[src/rtl/tt_settle_timer.sv]
// Per-row settle timer: a down-counter loaded on clear, expiring at zero.
// expire is high on the (SETTLE+1)th cycle after clear.
module tt_settle_timer #(
    parameter int SETTLE = 2
) (
    input  logic clk,
    input  logic rst,
    input  logic clear,
    output logic expire
);

    localparam logic [3:0] LOAD = 4'(SETTLE);

    logic [3:0] cnt_q;
    logic [3:0] cnt_d;

    // Reload on clear, otherwise count down and park at the terminal count.
    always_comb begin
        cnt_d = cnt_q;
        if (clear) begin
            cnt_d = LOAD;
        end else if (cnt_q != 4'd0) begin
            cnt_d = cnt_q - 4'd1;
        end
    end

    // Counter register with synchronous reset.
    always_ff @(posedge clk) begin
        if (rst) begin
            cnt_q <= 4'd0;
        end else begin
            cnt_q <= cnt_d;
        end
    end

    assign expire = (cnt_q == 4'd0);

endmodule

[config.mk]
export PLATFORM = sky130hd
export DESIGN_NAME = tt_settle_timer
export DESIGN_NICKNAME = d
export VERILOG_FILES = /design/src/rtl/tt_settle_timer.sv
export SDC_FILE = /design/constraint.sdc
export NUM_CORES = 1
export LEC_CHECK = 0
export BUFFER_PORTS_ARGS = -buffer_cell sky130_fd_sc_hd__buf_2
export CAP_MARGIN = 20
export CORE_AREA = 2 2 39 41
export CTS_CLUSTER_DIAMETER = 200
export DETAILED_ROUTE_END_ITERATION = 16
export DIE_AREA = 0 0 41 43
export GPL_TIMING_DRIVEN = 0
export PLACE_DENSITY_LB_ADDON = 0.3
export SYNTH_ARGS = -nofsm -noshare
export SYNTH_HDL_FRONTEND = slang
export SYNTH_SLANG_ARGS = --single-unit
[constraint.sdc]
create_clock -name clk -period 0.95 [get_ports clk]
set_input_delay 0.1425 -clock clk [delete_from_list [all_inputs] [get_ports clk]]
set_output_delay 0.1425 -clock clk [all_outputs]
set_load 0.02 [all_outputs]
==> impl_metrics.tcl, run 1 <==
set metrics [dict create \
    die_height_um 43 \
    maxCapViolations 0 \
    cts_root_buffer "clkbuf_4" \
    antenna_found_initial 0 \
    grt-ovfl-total 0 \
    clkSinkCount 4 \
    finalCriticalPeriod_ns 1.140 \
    maxSlewViolCount 0 \
    cp_max_fo 2 \
    power_leakage_uw 0.00009186 \
    clock_tree.buffer_depth 2 \
    finalNetCount 29 \
    status "complete, but fails checks" \
    setup_viol 1 \
    fin_cells 40 \
    hold_path_class "in -> reg" \
    synth_area_um2 161.4 \
    regArea_um2 88.84 \
    dr.pass1.iters 2 \
    grt_pass1_vias 163 \
    num_vias 161 \
    cts_made_buffers 3 \
    clk_pin_slew_worst_paths_ns 0.04 \
    via_per_inst 4.025 \
    cts_tree "yes" \
    path_class "reg -> out" \
    start_util 0.1166 \
    syn_nets 19 \
    place_hpwl_um 244.2 \
    yosys.area.top_type "dfxtp_1" \
    holdBufCountCts 0 \
    arrival_ns 1.00 \
    critPathTopFamily "flip-flops" \
    crit_slowest_cell "dfxtp_4" \
    core-area_mm2 0.001384 \
    ys_ff_latch 4 \
    largest_reg_flops 4 \
    avgSynthCellArea_um2 10.09 \
    synth_compound_gate_area_share 0.2016 \
    fillers 151 \
    reg_top3 "cnt_q (4)" \
    grt_setup_unrepaired "true" \
    worstPathRequired_ns 0.81 \
    grt_max_degree 7 \
    ios 4 \
    portBuffers 3 \
    synth-xor-area-share 0 \
    die_w_um 41 \
    cp.buffers_inverters 1 \
    synth.area.mux_share 0 \
    wirelength_um 391 \
    hold_viol 0 \
    synth_fa_ha_area_frac 0 \
    grt_util_all_layers 0.06627 \
    place_inst 35 \
    skew_ns 0.002125 \
    violations "setup timing" \
    yosys.area_share.simple 0.3023 \
    regMostFlops "cnt_q" \
    setup_slack_ns -0.1901 \
    die_area_mm2 0.001763 \
    post-route-drc-count 0 \
    slowest_delay_ns 0.34 \
    drive_gt1_frac 0.6667 \
    yosys.area.top_type_share 0.4961 \
    yosysWarnings 0 \
    rows 14 \
    syn_inst 16 \
    area_growth_pct 69.77 \
    endpoint_kind "primary output" \
    multi_input_area_um2 110.1 \
    grt_pass1_wl_um 662 \
    slew_headroom 0.8569 \
    powerDensity_mw_per_mm2 1544 \
    synth_top_family_by_area "simple AND/OR/NAND/NOR gates" \
    ant_nets 0 \
    routedWlPerCell_um 9.775 \
    synth_area_leaders "dfxtp_1 (50%), nor4b_2 (9.3%), a211oi_2 (7.8%)" \
    synthDistinctLibCells 9 \
    final_util 0.1980 \
    crit_chain "nor4_4 > buf_4" \
    post-place-ws_ns -0.03426 \
    drt_iter0_drc 4 \
    tightest_slew_ns 0.2131 \
    synth.yosys.seq_area_share 0.4961 \
    h-tree-depth 1 \
    n_antenna_cell 0 \
    irDropWorstVdd_mv 0.4565 \
    cp-start-kind "register" \
    fmax_mhz 877.2 \
    gp_congestion 0.6178 \
    fin_crit_sh 1.200 \
    clk_latency_ns 0.23 \
]
[cell usage in the layout (no fill, tap or decap)]
cell      Yosys  final
dfxtp_2       0      1
nor3_1        2      2
a21oi_1       2      2
nor4_2        0      1
buf_2         0      2
o21ai_1       0      1
clkbuf_4      0      3
buf_4         0      3
dfxtp_4       0      2
nor4_4        0      1
a211oi_2      1      1
nand3b_1      1      1
nor4b_2       1      1
dfxtp_1       4      1
o21ai_0       2      1
nor2_4        0      1
[per-stage QoR]
step | TNS, ns | total power, µW | hold WS (ns) | area [µm²]
final | -0.1901 | 423.2 | 0.1401 | 274.0
after global routing | -0.3227 | 459.9 | 0.1357 | 274.0
after CTS | -0.2139 | 424.8 | 0.1236 | 252.7
after detailed placement | -0.03426 | 213.3 | 0.3703 | 211.5
after global placement | -0.001598 | 212.3 | 0.3744 | 211.5
after floorplan | 0 | 198.7 | 0.2071 | 176.4
[per-layer routing]
| metal | global-route usage | wire length, µm |
|---|---|---|
| met2 | 0.07188 | 192 |
| met5 | 0 | 0 |
| met4 | 0.06000 | 9 |
| met3 | 0.07853 | 51 |
| met1 | 0.06109 | 137 |
[logic make-up after synthesis]
family / Yosys count
flip-flops: 4
AND/OR/NAND/NOR: 7
AO/OA/AOI/OAI: 5
[synth_stat cells]
library cell  n
nor2_1        1
a211oi_2      1
nor3_1        2
nor4_1        2
nor4b_2       1
a21oi_1       2
o21ai_0       2
dfxtp_1       4
nand3b_1      1
[worst paths after layout]
kind,cells past startpoint,slack [ns],end,start
setup / recovery,2,-0.19,expire,cnt_q[1]
hold reg to reg,1,0.54,cnt_q[3],cnt_q[3]
hold / removal,2,0.14,cnt_q[2],rst
setup reg to reg,4,0.02,cnt_q[2],cnt_q[1]
[repair_timing]
| item | CTS | global route |
|---|---|---|
| setup endpoints to repair | 1 | 3 |
| setup buffers | 1 | 1 |
| pin swaps | 1 | 2 |
| resized for setup | 6 | 4 |
[report_power, final]
group          internal, µW  switching, µW  leakage, µW
Combinational          23.0           24.6    0.0000436
Sequential              170           3.64    0.0000344
Clock                   141           61.6    0.0000138
Total                   333           89.8    0.0000919
[area by class of cell]
| type | instances | share of cell area |
|---|---|---|
| multi-input combinational | 12 | 0.4018 |
| sequential | 4 | 0.3242 |
| timing repair buffer | 5 | 0.1187 |
| clock buffer | 3 | 0.08219 |
| tap | 16 | 0.07306 |
Note: power is estimated with default switching activity, not from simulation.
==> run 2: changes to the inputs <==
- HOLD_SLACK_MARGIN: default -> 0.08
- clock period: 0.95 -> 1.3 ns (I/O delays scaled with it)
==> run 2 against run 1 <==
Net effect:
- the flow now finishes without violations
- largest power group unchanged
- global-route usage shrank 1.6 points
- clock-buffer cell count is the same
- sequential power shrank 25%
- combinational power shrank 58%
- first-iteration DRC count shrank 25%
- via count shrank 6.2%
- largest cell class unchanged
- design area shrank 20%
- critical path type unchanged
==> impl_metrics.tcl, run 2 (synthesized netlist as in run 1, its figures left out) <==
set metrics [dict create \
    status "finished clean" \
    post-route-drc-count 0 \
    irDropWorstVdd_mv 0.3993 \
    power_leakage_uw 0.00006995 \
    drt_iter0_drc 3 \
    num_vias 151 \
    finalCriticalPeriod_ns 1.248 \
    fmax_mhz 801.1 \
    tns_ns 0 \
    via_per_inst 3.974 \
    fillers 155 \
    arrival_ns 1.05 \
    largest_reg_flops 4 \
    maxCapViolations 0 \
    powerDensity_mw_per_mm2 1378 \
    clk_latency_ns 0.23 \
    worstPathRequired_ns 1.11 \
    wirelength_um 363 \
    skew_ns 0.0006996 \
    portBuffers 3 \
    gp_congestion 0.4885 \
    cts-resized-gates 0 \
    crit_chain "nor4_1 > buf_2" \
    hold_path_class "in -> reg" \
    dr.pass1.iters 2 \
    grt_setup_unrepaired "false" \
    routedWlPerCell_um 9.553 \
    grt-ovfl-total 0 \
    crit_slowest_cell "dfxtp_1" \
    cts_tree "yes" \
    drive_gt1_frac 0.3636 \
    cts_setup_buffers 0 \
    grt_pass1_vias 139 \
    clk_pin_slew_worst_paths_ns 0.04 \
    layout_commonest_cell "dfxtp_1" \
    power_uw 301.8 \
    h-tree-depth 1 \
    cts_root_buffer "clkbuf_4" \
    final_util 0.1582 \
    cp_max_fo 6 \
    rows 14 \
    slowest_delay_ns 0.35 \
    maxSlewViolCount 0 \
    die_height_um 43 \
    final_cell_mix "dfxtp_1 (4), clkbuf_4 (3), buf_2 (3)" \
    clkSinkCount 4 \
    critPathTopFamily "flip-flops" \
    grt_util_all_layers 0.05010 \
    cp.buffers_inverters 1 \
    regMostFlops "cnt_q" \
    endpoint_kind "primary output" \
    core-area_mm2 0.001384 \
    setup_viol 0 \
    ant_nets 0 \
    reg_top3 "cnt_q (4)" \
    start_util 0.1166 \
    finalNetCount 27 \
    hold_viol 0 \
    grt_pass1_wl_um 545 \
    path_class "reg -> out" \
    cts_made_buffers 3 \
    die_area_mm2 0.001763 \
    slew_headroom 0.8496 \
    holdBufCountCts 0 \
    fin_crit_sh 0.9602 \
    n_antenna_cell 0 \
    place_hpwl_um 241.4 \
    ios 4 \
    antenna_found_initial 0 \
    clock_tree.buffer_depth 2 \
    die_w_um 41 \
    cp-start-kind "register" \
    grt_max_degree 7 \
    area_growth_pct 35.66 \
    tightest_slew_ns 0.2239 \
]
-- run 2: cell count changes in the layout (fill, tap and decap cells not counted) --
cell     change
nor2_4       -1
nor4_1       +2
nor2_1       +1
dfxtp_4      -2
buf_4        -3
o21ai_1      -1
nor4_2       -1
dfxtp_1      +3
o21ai_0      +1
buf_2        +1
dfxtp_2      -1
nor4_4       -1
-- run 2: cell type report --
cell class                      count  area (µm²)  area share
Multi-Input combinational cell     12       81.33      0.3714
Sequential cell                     4       80.08      0.3657
Clock buffer                        3       22.52      0.1029
Tap cell                           16       20.02     0.09143
Timing Repair Buffer                3       15.01     0.06857
-- run 2: metal layers --
layer	up-vias	track usage	share of wire
met3	0	0.04712	0.077
li1	76	-	-
met2	4	0.05313	0.45
met5	-	0	0
met1	71	0.05751	0.47
met4	0	0.04000	0
-- run 2: metrics by stage --
step           instance area, µm²  hold slack [ns]  setup WS, ns  cells
6_report                    219.0           0.1780       0.05168     38
5_1_grt                     219.0           0.1817       0.02087     38
4_1_cts                     219.0           0.1699       0.03809     38
3_5_place_dp                196.4           0.4169        0.3001     35
3_3_place_gp                196.4           0.4126        0.2966     35
2_1_floorplan               161.4           0.2596       0.04528     16
-- run 2: worst paths after layout --
| path | startpoint | to | slack [ns] | cells after the start |
|---|---|---|---|---|
| worst max register to register | cnt_q[1] | cnt_q[2] | 0.43 | 3 |
| worst max-delay path | cnt_q[1] | expire | 0.05 | 2 |
| worst min register to register | cnt_q[3] | cnt_q[3] | 0.54 | 1 |
| worst min-delay path | rst | cnt_q[2] | 0.18 | 2 |
-- run 2: power breakdown --
group / internal, µW / switching [µW] / leakage, µW
Sequential: 126 / 3.87 / 0.0000326
Combinational: 8.04 / 12.1 / 0.0000236
Clock: 103 / 48.6 / 0.0000138
